===== src/rtl/uart_tx_cfg.sv =====
// Runtime-configurable UART transmitter (baud divisor, 5-9 data bits, parity, 1/2 stop bits).
// Optional flow control: define UART_TX_CTS_EN to add the synchronised i_cts_n input.
module uart_tx_cfg #(
    parameter int DIV_W         = 16,
    parameter int MAX_DATA_BITS = 9
) (
    input  logic                     i_clk,
    input  logic                     i_rst_n,
    input  logic                     i_valid,
    input  logic [MAX_DATA_BITS-1:0] i_data,
    output logic                     o_ready,
    input  logic [DIV_W-1:0]         i_baud_div,
    input  logic [3:0]               i_data_bits,
    input  logic                     i_parity_en,
    input  logic                     i_parity_odd,
    input  logic                     i_stop2,
`ifdef UART_TX_CTS_EN
    input  logic                     i_cts_n,
`endif
    output logic                     o_tx,
    output logic                     o_busy,
    output logic                     o_done
);

    typedef enum logic [2:0] {
        IDLE   = 3'd0,
        START  = 3'd1,
        DATA   = 3'd2,
        PARITY = 3'd3,
        STOP   = 3'd4
    } state_t;

    state_t                   state, state_n;
    logic [DIV_W-1:0]         timer, timer_n;
    logic [3:0]               bit_idx, bit_idx_n;
    logic                     stop_cnt, stop_cnt_n;
    logic [MAX_DATA_BITS-1:0] data_reg, data_masked;
    logic [DIV_W-1:0]         div_reg, div_c;
    logic [3:0]               nbits_reg, nbits_c;
    logic                     par_en_reg, par_odd_reg, stop2_reg;
    logic                     parity_bit, bit_end, transfer, cts_ok;
    logic                     tx_d, done_d;

`ifdef UART_TX_CTS_EN
    logic cts_meta, cts_sync;

    // Synchroniser resets to "not clear" so nothing is accepted until CTS is seen low.
    always_ff @(posedge i_clk or negedge i_rst_n) begin
        if (!i_rst_n) begin
            cts_meta <= 1'b1;
            cts_sync <= 1'b1;
        end else begin
            cts_meta <= i_cts_n;
            cts_sync <= cts_meta;
        end
    end

    assign cts_ok = ~cts_sync;
`else
    assign cts_ok = 1'b1;
`endif

    assign div_c    = (i_baud_div < DIV_W'(2)) ? DIV_W'(2) : i_baud_div;
    assign nbits_c  = (i_data_bits < 4'd5) ? 4'd5 :
                      (i_data_bits > 4'd9) ? 4'd9 : i_data_bits;
    assign transfer = i_valid && o_ready;
    assign bit_end  = (timer == div_reg - DIV_W'(1));

    // Unused upper data bits are cleared at latch time so parity is a plain XOR.
    assign parity_bit = (^data_reg) ^ par_odd_reg;

    always_comb begin
        data_masked = '0;
        for (int i = 0; i < MAX_DATA_BITS; i++) begin
            if (i < int'(nbits_c)) data_masked[i] = i_data[i];
        end
    end

    always_ff @(posedge i_clk or negedge i_rst_n) begin
        if (!i_rst_n) begin
            state       <= IDLE;
            timer       <= '0;
            bit_idx     <= '0;
            stop_cnt    <= 1'b0;
            o_tx        <= 1'b1;
            o_done      <= 1'b0;
            data_reg    <= '0;
            div_reg     <= '0;
            nbits_reg   <= '0;
            par_en_reg  <= 1'b0;
            par_odd_reg <= 1'b0;
            stop2_reg   <= 1'b0;
        end else begin
            state    <= state_n;
            timer    <= timer_n;
            bit_idx  <= bit_idx_n;
            stop_cnt <= stop_cnt_n;
            o_tx     <= tx_d;
            o_done   <= done_d;
            if (transfer) begin
                data_reg    <= data_masked;
                div_reg     <= div_c;
                nbits_reg   <= nbits_c;
                par_en_reg  <= i_parity_en;
                par_odd_reg <= i_parity_odd;
                stop2_reg   <= i_stop2;
            end
        end
    end

    always_comb begin
        state_n    = state;
        timer_n    = bit_end ? '0 : timer + DIV_W'(1);
        bit_idx_n  = bit_idx;
        stop_cnt_n = stop_cnt;
        case (state)
            IDLE: begin
                timer_n = '0;
                if (transfer) begin
                    state_n    = START;
                    bit_idx_n  = '0;
                    stop_cnt_n = 1'b0;
                end
            end
            START: begin
                if (bit_end) begin
                    state_n   = DATA;
                    bit_idx_n = '0;
                end
            end
            DATA: begin
                if (bit_end) begin
                    if (bit_idx == nbits_reg - 4'd1) begin
                        state_n    = par_en_reg ? PARITY : STOP;
                        stop_cnt_n = 1'b0;
                    end else begin
                        bit_idx_n = bit_idx + 4'd1;
                    end
                end
            end
            PARITY: begin
                if (bit_end) begin
                    state_n    = STOP;
                    stop_cnt_n = 1'b0;
                end
            end
            STOP: begin
                if (bit_end) begin
                    if (stop2_reg && !stop_cnt) begin
                        stop_cnt_n = 1'b1;
                    end else begin
                        state_n    = IDLE;
                        stop_cnt_n = 1'b0;
                    end
                end
            end
            default: begin
                state_n    = IDLE;
                timer_n    = '0;
                bit_idx_n  = '0;
                stop_cnt_n = 1'b0;
            end
        endcase
    end

    // The line level is computed from the next state so o_tx can be a flop.
    always_comb begin
        tx_d = 1'b1;
        case (state_n)
            START:   tx_d = 1'b0;
            DATA:    tx_d = data_reg[bit_idx_n];
            PARITY:  tx_d = parity_bit;
            default: tx_d = 1'b1;
        endcase
        done_d  = (state == STOP) && (state_n == IDLE);
        o_busy  = (state != IDLE);
        o_ready = (state == IDLE) && cts_ok;
    end

endmodule


===== config.mk =====
export PLATFORM = sky130hd
export DESIGN_NAME = uart_tx_cfg
export DESIGN_NICKNAME = d
export VERILOG_FILES = /design/src/rtl/uart_tx_cfg.sv
export SDC_FILE = /design/constraint.sdc
export NUM_CORES = 1
export LEC_CHECK = 0
export ABC_CLOCK_PERIOD_IN_PS = 3600
export CAP_MARGIN = 10
export CORE_MARGIN = 8
export CORE_UTILIZATION = 55
export CTS_BUF_LIST = sky130_fd_sc_hd__clkbuf_8
export DETAILED_ROUTE_END_ITERATION = 8
export PLACE_DENSITY = 0.78
export SYNTH_ARGS = -nofsm -noshare
export SYNTH_HDL_FRONTEND = slang
export SYNTH_SLANG_ARGS = --single-unit

===== constraint.sdc =====
create_clock -name i_clk -period 3.6 [get_ports i_clk]
set_input_delay 0.72 -clock i_clk [delete_from_list [all_inputs] [get_ports i_clk]]
set_output_delay 0.72 -clock i_clk [all_outputs]
set_load 0.01 [all_outputs]

Word level (Yosys, flattened, before mapping)
Index checks and enable logic that the tools add are counted.
{ "word_totals": {"regBits": 58, "latch_bits": 0, "mem_bits_rw": 0, "rom_bits": 0, "wordCells": 94, "memories": 0} }
{ "op_classes": {"add_sub_neg": 4, "mul": 0, "n_div": 0, "magnitude_cmp": 13, "n_eq_ne": 14, "shift": 0, "muxes": 38, "bitwise": 2, "reduce_logical": 11} }
{ "ops": {"columns": ["op", "count"], "rows": [
  ["16-bit two-way mux", 3],
  ["3-bit two-way mux", 8],
  ["4-bit two-way mux", 6],
  ["16-bit by 1-bit adder with 16-bit output, second input constant", 1],
  ["16-bit equality test", 1],
  ["16-bit by 2-bit < comparator with 1-bit output, second input constant", 1],
  ["3-bit by 4-bit < comparator with 1-bit output, first input constant", 4],
  ["1-bit two-way mux", 16],
  ["4-bit one-hot mux with 4 select lines", 1],
  ["16-bit by 1-bit subtractor with 16-bit output, second input constant", 1],
  ["3-bit one-hot mux with 5 select lines", 1],
  ["3-bit by 2-bit equality test with 1-bit output, second input constant", 4],
  ["9-bit parity", 1],
  ["1-bit by 4-bit < comparator with 1-bit output, first input constant", 2],
  ["2-bit by 4-bit < comparator with 1-bit output, first input constant", 2],
  ["2-bit != test, second input constant", 4],
  ["3-bit by 1-bit equality test with 1-bit output, second input constant", 2],
  ["3-bit logical NOT", 2],
  ["6-bit AND reduction", 1],
  ["4-bit by 5-bit < comparator with 1-bit output, second input constant", 1],
  ["1-bit one-hot mux with 5 select lines", 1],
  ["4-bit by 1-bit adder with 4-bit output, second input constant", 1],
  ["1-bit binary-select mux with 4-bit select", 1],
  ["4-bit equality test", 1],
  ["14 further kinds", 16]
]} }

Longest topological paths before layout
Gate-level depths: netlist (run 1).
{ "depth": {"depth_word": 8, "depth_mapped": 13, "mapped_depth_nobuf": 13} }

Worst setup path after synthesis (run 1)
Ideal clock, no wire load.
{ "synth_path": {"path_type": "register to register", "start": "reg div_reg[2]", "end": "reg o_tx", "setup_time_ns": 0.081, "t_arrival_ns": 3.188, "required_time_ns": 3.519, "setup_slack_ns": 0.331, "path_stages_with_launch": 12, "period_less_slack_ns": 3.269, "path_cell_list": "dfrtp_1 buf_6 or3_1 or4_1 xnor2_1 nor3_2 nand4_4 o41ai_2 a31oi_1 or2_4 o41a_1 a32oi_1"} }
{ "synth_via": {"elab_chain_cells": 7, "word_cells_on_any_way": 16, "cone_classes": "1 x add/sub; 4 x eq/ne; 11 x mux"} }
{ "synth_lines": {"columns": ["item", "line", "text"], "rows": [
  ["start: declaration", "38", "logic [DIV_W-1:0] div_reg, div_c;"],
  ["start signal: assignment", "102", "div_reg <= div_c;"],
  ["16-bit by 1-bit subtractor with 16-bit output *", "67", "assign bit_end = (timer == div_reg - DIV_W'(1));"],
  ["16-bit equality test *", "67", null],
  ["4-bit two-way mux (on tied branches)", "132, 126", null],
  ["4-bit one-hot mux with 4 select lines *", "116", "case (state)"],
  ["named net bit_idx_n[1]", "35", "logic [3:0] bit_idx, bit_idx_n;"],
  ["1-bit binary-select mux with 4-bit select *", "171", "DATA: tx_d = data_reg[bit_idx_n];"],
  ["1-bit two-way mux (implied by the code) *", "171", null],
  ["1-bit one-hot mux with 3 select lines *", "169", "case (state_n)"],
  ["named net tx_d", "42", "logic tx_d, done_d;"],
  ["end signal: assignment", "98", "o_tx <= tx_d;"],
  ["end: declaration", "20", "output logic o_tx,"]
]} }
Mark *: on every way through the listed nets, which the timed path passes. The rest lies on a longest branch. The select of a mux whose other input is x is not followed.
A chain may end at the register's enable or synchronous reset.

Final worst setup path (run 1)
{ "layout_path": {"start": "reg div_reg[0]", "end": "reg o_tx"} }
The elaborated chain is that of the path after synthesis.

==> results of run 1 <==
-- cells in the mapped netlist, types with 3 or more instances --
master	instances	area (sq um)
a31oi_1	5	31.3
a21oi_1	6	30.0
ha_1	4	50.1
o21a_1	3	22.5
mux2_2	27	304
nor2_1	37	139
or3_1	5	31.3
o211ai_1	3	22.5
nor3_1	12	60.1
xor2_1	24	210
clkbuf_1	9	33.8
nor3_2	4	40.0
nand3_1	19	95.1
and3_1	6	37.5
o21ai_1	3	15.0
dfrtp_1	57	1430
nand2_1	25	93.8
o21ai_0	10	50.1
nor4_1	5	31.3
inv_1	17	63.8
nand4_1	5	31.3
xnor2_1	25	219
and4_1	3	26.3
-- worst max-delay path: stages, from the launching register on --
cell and delay [ns]:
dfrtp_2 0.44, inv_1 0.08, ha_2 0.22, nor4b_4 0.20
buf_4 0.18, nand4b_1 0.15, xnor2_1 0.18, o22ai_1 0.30
nand4_4 0.22, o41ai_4 0.40, a31oi_2 0.16, or2_4 0.28
o41a_1 0.37, a32oi_1 0.20
-- where the power goes --
| part | internal, W | total (W) | switching [W] |
|---|---|---|---|
| clock | 0.000403 | 0.000664 | 0.000261 |
| sequential | 0.000827 | 0.00105 | 0.000225 |
| combinational | 0.000491 | 0.000968 | 0.000477 |
| total | 0.00172 | 0.00268 | 0.000963 |
-- metrics by stage --
stage                     power (W)  area [sq um]  TNS (ns)  hold slack (ns)  std cells
after detailed placement    0.00199          4010         0            0.486        470
after global routing        0.00285          4350   -0.0687            0.401        495
final                       0.00268          4350         0            0.361        495
after global placement      0.00195          4010         0            0.485        470
after floorplan             0.00173          3530         0            0.424        361
after CTS                   0.00266          4230         0            0.500        486
-- cell type report --
cell class	instances	share of cell area, %
clock buffer	10	3.16
clock inverter	6	1.87
inverter	18	1.55
multi-input combinational	273	45.7
sequential	58	33.4
tap	77	2.21
timing repair buffer	53	12.1
-- logic make-up (layout without fill, tap and decap cells) --
logic type                 after synthesis  count (layout)
AOI/OAI and AO/OA                       51              51
and+or+nand+nor                        141             141
adders and majority gates                4               4
muxes                                   28              28
DFF                                     58              58
xor gates and xnor gates                49              49
buffers and inverters                   30              87
-- path summary, 6_finish.rpt --
path / startpoint / end / slack, ns
worst max-delay path: div_reg[0] / o_tx / 0.14
worst min-delay path: i_rst_n / timer[1] / 0.36
worst max register to register: div_reg[0] / o_tx / 0.14
worst min register to register: stop_cnt / stop_cnt / 0.50
max in group asynchronous: i_rst_n / nbits_reg[3] / 2.55
min in group i_clk: stop_cnt / stop_cnt / 0.50
-- layer usage --
layer	routed length (um)	vias to the layer above	global-route usage (%)
met5	0	-	0
met4	219	0	10.4
met3	497	19	4.37
met2	3870	90	28.9
met1	3780	1384	24.8
li1	-	1399	-
-- what timing repair did --
item	4_1_cts	5_1_grt
resized for setup	0	7
setup endpoints to repair	0	1
hold buffers	0	0
setup buffers	0	8
==> impl_metrics.csv, run 1 <==
group,metric,value,unit
clock_network,cts_tree,"done",
synthesis,synth_seq_cells,58,
timing,finalMaxSlewViolations,0,
final_layout,nets,452,
synthesis,synthesis.area,3530,sq um
clock_network,clock-root-buffer,"clkbuf_8",
drt,antenna_left,0,
synthesis,synthesis.nets,400,
clock_network,clockBufferDepth,2,
drt,via_per_inst,5.84,
timing,hold_violations,0,
synthesis,syn_inst,361,
timing,clock_skew,0.0121,ns
clock_network,path_clk_slew,0.07,ns
floorplan,io_pins,39,
place,pre_cts_slack,0.0713,ns
final_layout,multi_input_area,1990,sq um
power,peakVddDrop,0.000376,V
synthesis,synth-xor-area-share,12.1,%
synthesis,avgSynthCellArea,9.79,sq um
worst_setup_path,endpoint_kind,"flip-flop",
final_layout,final_cell_mix,"dfrtp_1 (56), nor2_1 (37), clkdlybuf4s50_1 (37)",
grt,grt_pass1_wl,13700,um
clock_network,clkSinkCount,58,
power,power.leakage,1.84,nW
synthesis,yosys_most_used_dff,"dfrtp_1",
synthesis,synth_enable_flop_cells,0,
timing,report.final.setup_viol,0,
drt,first_iter_violations,135,
timing,worst_slack,0.135,ns
drt,drcViolationCount,0,
clock_network,h-tree-depth,3,
grt,track_usage,19.1,%
synthesis,synthSimpleGateAreaFrac,22.4,%
final_layout,finish.utilization,69.4,%
worst_setup_path,crit_fanout,6,
drt,wire_per_inst,16.9,um
floorplan,initial_core_util,56.3,%
grt,grt_max_degree,51,
timing,fin_crit,3.46,ns
floorplan,fp.dieW,96.2,um
synthesis,synth_cell_types,63,
floorplan,die_h,96.2,um
floorplan,rows,29,
final_layout,final-seq-area,1450,sq um
timing,slew_headroom,47.5,%
clock_network,clk_latency,0.34,ns
status,status,"complete, no violations",
final_layout,fill_cells,484,
place,gp_congestion,0.929,
synthesis,ys_warn_count,0,
worst_setup_path,start_kind,"flip-flop",
final_layout,diodes,0,
hold_path,worst_hold_path_type,"in2async",
place,hpwlAfterDp,5950,um
clock_network,cts_buffers,9,
run,cap_violations,0,
worst_setup_path,critPathKind,"reg2reg",
worst_setup_path,rr_worst_depth,13,
power,p_per_area,616,nW/um^2
final_layout,final_common_cell,"dfrtp_1",
final_layout,syn_to_final_growth,23.2,%
synthesis,async_flop_share,100,%
synthesis,synth_compound_area_share,10.6,%
floorplan,die_area,9250,sq um
timing,worstMarginPinSlew,0.780,ns
synthesis,synth_top_family_by_area,"simple AND/OR/NAND/NOR gates",
drt,routed_wl,8360,um
place,port_buffers,38,
final_layout,drive_gt1_share,18.7,%
floorplan,core-area,6280,sq um
grt,antenna_found_initial,0,
worst_setup_path,critPathArrivalTime,3.72,ns
timing,fin_crit_sh,96.2,%
timing,timing.fmax,289,MHz
worst_setup_path,cp_data_required_time,3.86,ns
grt,grt_pass1_vias,2876,
drt,drt_pre_antenna_iters,4,
synthesis,synthAdderAreaFrac,1.42,%
synthesis,yosysSeqAreaShare,41.1,%
synthesis,synthMuxAreaShare,8.92,%
grt,grt_overflow_total,0,
drt,vias,2892,
No activity file was read; power rests on OpenSTA's default activity.
==> inputs of run 2 (changes only) <==
TNS_END_PERCENT = 20   (was not set)
==> results of run 2 <==
Final layout, timing and power as in run 1 (identical DEF).
==> inputs of run 3 (changes only) <==
CELL_PAD_IN_SITES_DETAIL_PLACEMENT = 0   (was not set)
CELL_PAD_IN_SITES_GLOBAL_PLACEMENT = 2   (was not set)
CORE_UTILIZATION = 37   (was 55)
PLACE_DENSITY = not set   (was 0.78)
PLACE_DENSITY_LB_ADDON = 0.1   (was not set)
==> impl_metrics.csv, run 3 (synthesis gave the netlist of run 1 again) <==
group,metric,value,unit
power,internal_power,0.00160,W
place,port_buffers,38,
grt,grt_max_degree,39,
grt,antenna_found_initial,0,
power,power_frac_clock,21.4,%
power,power.leakage,1.80,nW
timing,slew_headroom,33.9,%
timing,clock_skew,0.00988,ns
drt,routed_wl,8730,um
drt,antenna_left,0,
final_layout,diodes,0,
floorplan,initial_core_util,38.3,%
clock_network,cts_tree,"done",
timing,finalHoldWorstSlack,0.330,ns
timing,finalMaxSlewViolations,0,
grt,track_usage,14.5,%
timing,fin_crit,3.41,ns
final_layout,finish.utilization,46.9,%
clock_network,clk_latency,0.34,ns
timing,timing.fmax,293,MHz
worst_setup_path,startpoint,"div_reg[4]",
clock_network,clkSinkCount,58,
status,status,"complete, no violations",
final_layout,fill_cells,915,
floorplan,io_pins,39,
final_layout,final-seq-area,1450,sq um
drt,drt_pre_antenna_iters,4,
clock_network,h-tree-depth,3,
final_layout,final_common_cell,"dfrtp_1",
power,switching_share,37.4,%
floorplan,rows,35,
final_layout,drive_gt1_share,17.9,%
hold_path,worst_hold_path_type,"in2async",
final_layout,syn_to_final_growth,22.5,%
timing,hold_violations,0,
drt,first_iter_violations,138,
worst_setup_path,critPathArrivalTime,3.66,ns
worst_setup_path,start_kind,"flip-flop",
power,p_seq_share,41.1,%
timing,report.final.setup_viol,0,
worst_setup_path,rr_endpoint,"o_tx",
timing,worstMarginPinSlew,0.983,ns
drt,drcViolationCount,0,
worst_setup_path,regToRegSetupSlack,0.19,ns
floorplan,fp.dieW,114,um
place,hpwlAfterDp,6580,um
run,cap_violations,0,
clock_network,clockBufferDepth,2,
worst_setup_path,critPathKind,"reg2reg",
worst_setup_path,cp_data_required_time,3.85,ns
drt,via_per_inst,5.15,
floorplan,die_h,114,um
worst_setup_path,endpoint_kind,"flip-flop",
final_layout,nets,448,
power,switchingPower,0.000954,W
drt,wire_per_inst,16.1,um
worst_setup_path,worstSetupEndpoint,"o_tx",
final_layout,final_cell_mix,"dfrtp_1 (57), nor2_1 (37), clkdlybuf4s50_1 (37)",
final_layout,multi_input_area,2000,sq um
power,peakVddDrop,0.000270,V
clock_network,cts_buffers,9,
worst_setup_path,reg2reg_from,"div_reg[4]",
grt,grt_pass1_wl,14800,um
worst_setup_path,crit_fanout,5,
grt,grt_overflow_total,0,
drt,vias,2798,
place,gp_congestion,0.830,
floorplan,core-area,9240,sq um
clock_network,clock-root-buffer,"clkbuf_8",
power,p_comb_share,37.5,%
worst_setup_path,rr_worst_depth,10,
floorplan,die_area,12900,sq um
clock_network,postCtsHoldBufs,0,
clock_network,path_clk_slew,0.07,ns
power,p_per_area,590,nW/um^2
timing,fin_crit_sh,94.7,%
grt,grt_pass1_vias,2895,
-- run 3: layer usage --
metal  global-route usage, %  wire length [um]
met1                    20.8              4650
met2                    20.0              3460
met3                    4.12               428
met4                    4.88               182
met5                       0                 0
-- run 3: worst min-delay path by stage --
| stage | startpoint | to | slack, ns | cells after the start |
|---|---|---|---|---|
| after floorplan | i_rst_n | bit_idx[0] | 0.42 | 0 |
| after global placement | stop_cnt | stop_cnt | 0.49 | 1 |
| after detailed placement | stop_cnt | stop_cnt | 0.50 | 1 |
| after CTS | i_rst_n | div_reg[15] | 0.34 | 1 |
| after global routing | i_rst_n | div_reg[12] | 0.36 | 1 |
| final | i_rst_n | div_reg[12] | 0.33 | 1 |
-- run 3: what timing repair did --
action	CTS	global route
setup buffers	0	2
endpoints found under the setup margin	0	1
gates resized for setup	0	7
-- run 3: power by group through the flow --
stage	Combinational [W]	Clock, W	Sequential [W]
3_3_place_gp	0.000930	0	0.00106
2_1_floorplan	0.000743	0	0.000990
4_1_cts	0.000942	0.000566	0.00105
3_5_place_dp	0.000936	0	0.00106
6_report	0.000958	0.000547	0.00105
5_1_grt	0.00107	0.000590	0.00109
-- run 3: worst max-delay path, stage by stage, from the launching register on --
cell and delay, ns:
dfrtp_1 0.46, or3_1 0.38, or4_1 0.50, xnor2_1 0.16, nor3_2 0.22, nand4_4 0.18
o41ai_2 0.40, a31oi_2 0.15, or2_4 0.27, o41a_1 0.36, a32oi_1 0.23
-- run 3: final cells by class --
cell class	instances	share of cell area [%]
Timing Repair Buffer	49	10.9
Clock buffer	11	3.50
Multi-Input combinational cell	273	46.3
Inverter	18	1.56
Sequential cell	58	33.5
Tap cell	129	3.73
Clock inverter	5	0.520
-- run 3: stage by stage --
| step | power (W) | worst slack, ns | TNS [ns] | cell area, sq um | instances |
|---|---|---|---|---|---|
| 2_1_floorplan | 0.00173 | 0.331 | 0 | 3530 | 361 |
| 5_1_grt | 0.00275 | -0.0200 | -0.0200 | 4330 | 543 |
| 6_report | 0.00256 | 0.190 | 0 | 4330 | 543 |
| 3_3_place_gp | 0.00199 | 0.238 | 0 | 4090 | 525 |
| 3_5_place_dp | 0.00200 | 0.178 | 0 | 4090 | 525 |
| 4_1_cts | 0.00256 | 0.127 | 0 | 4260 | 541 |
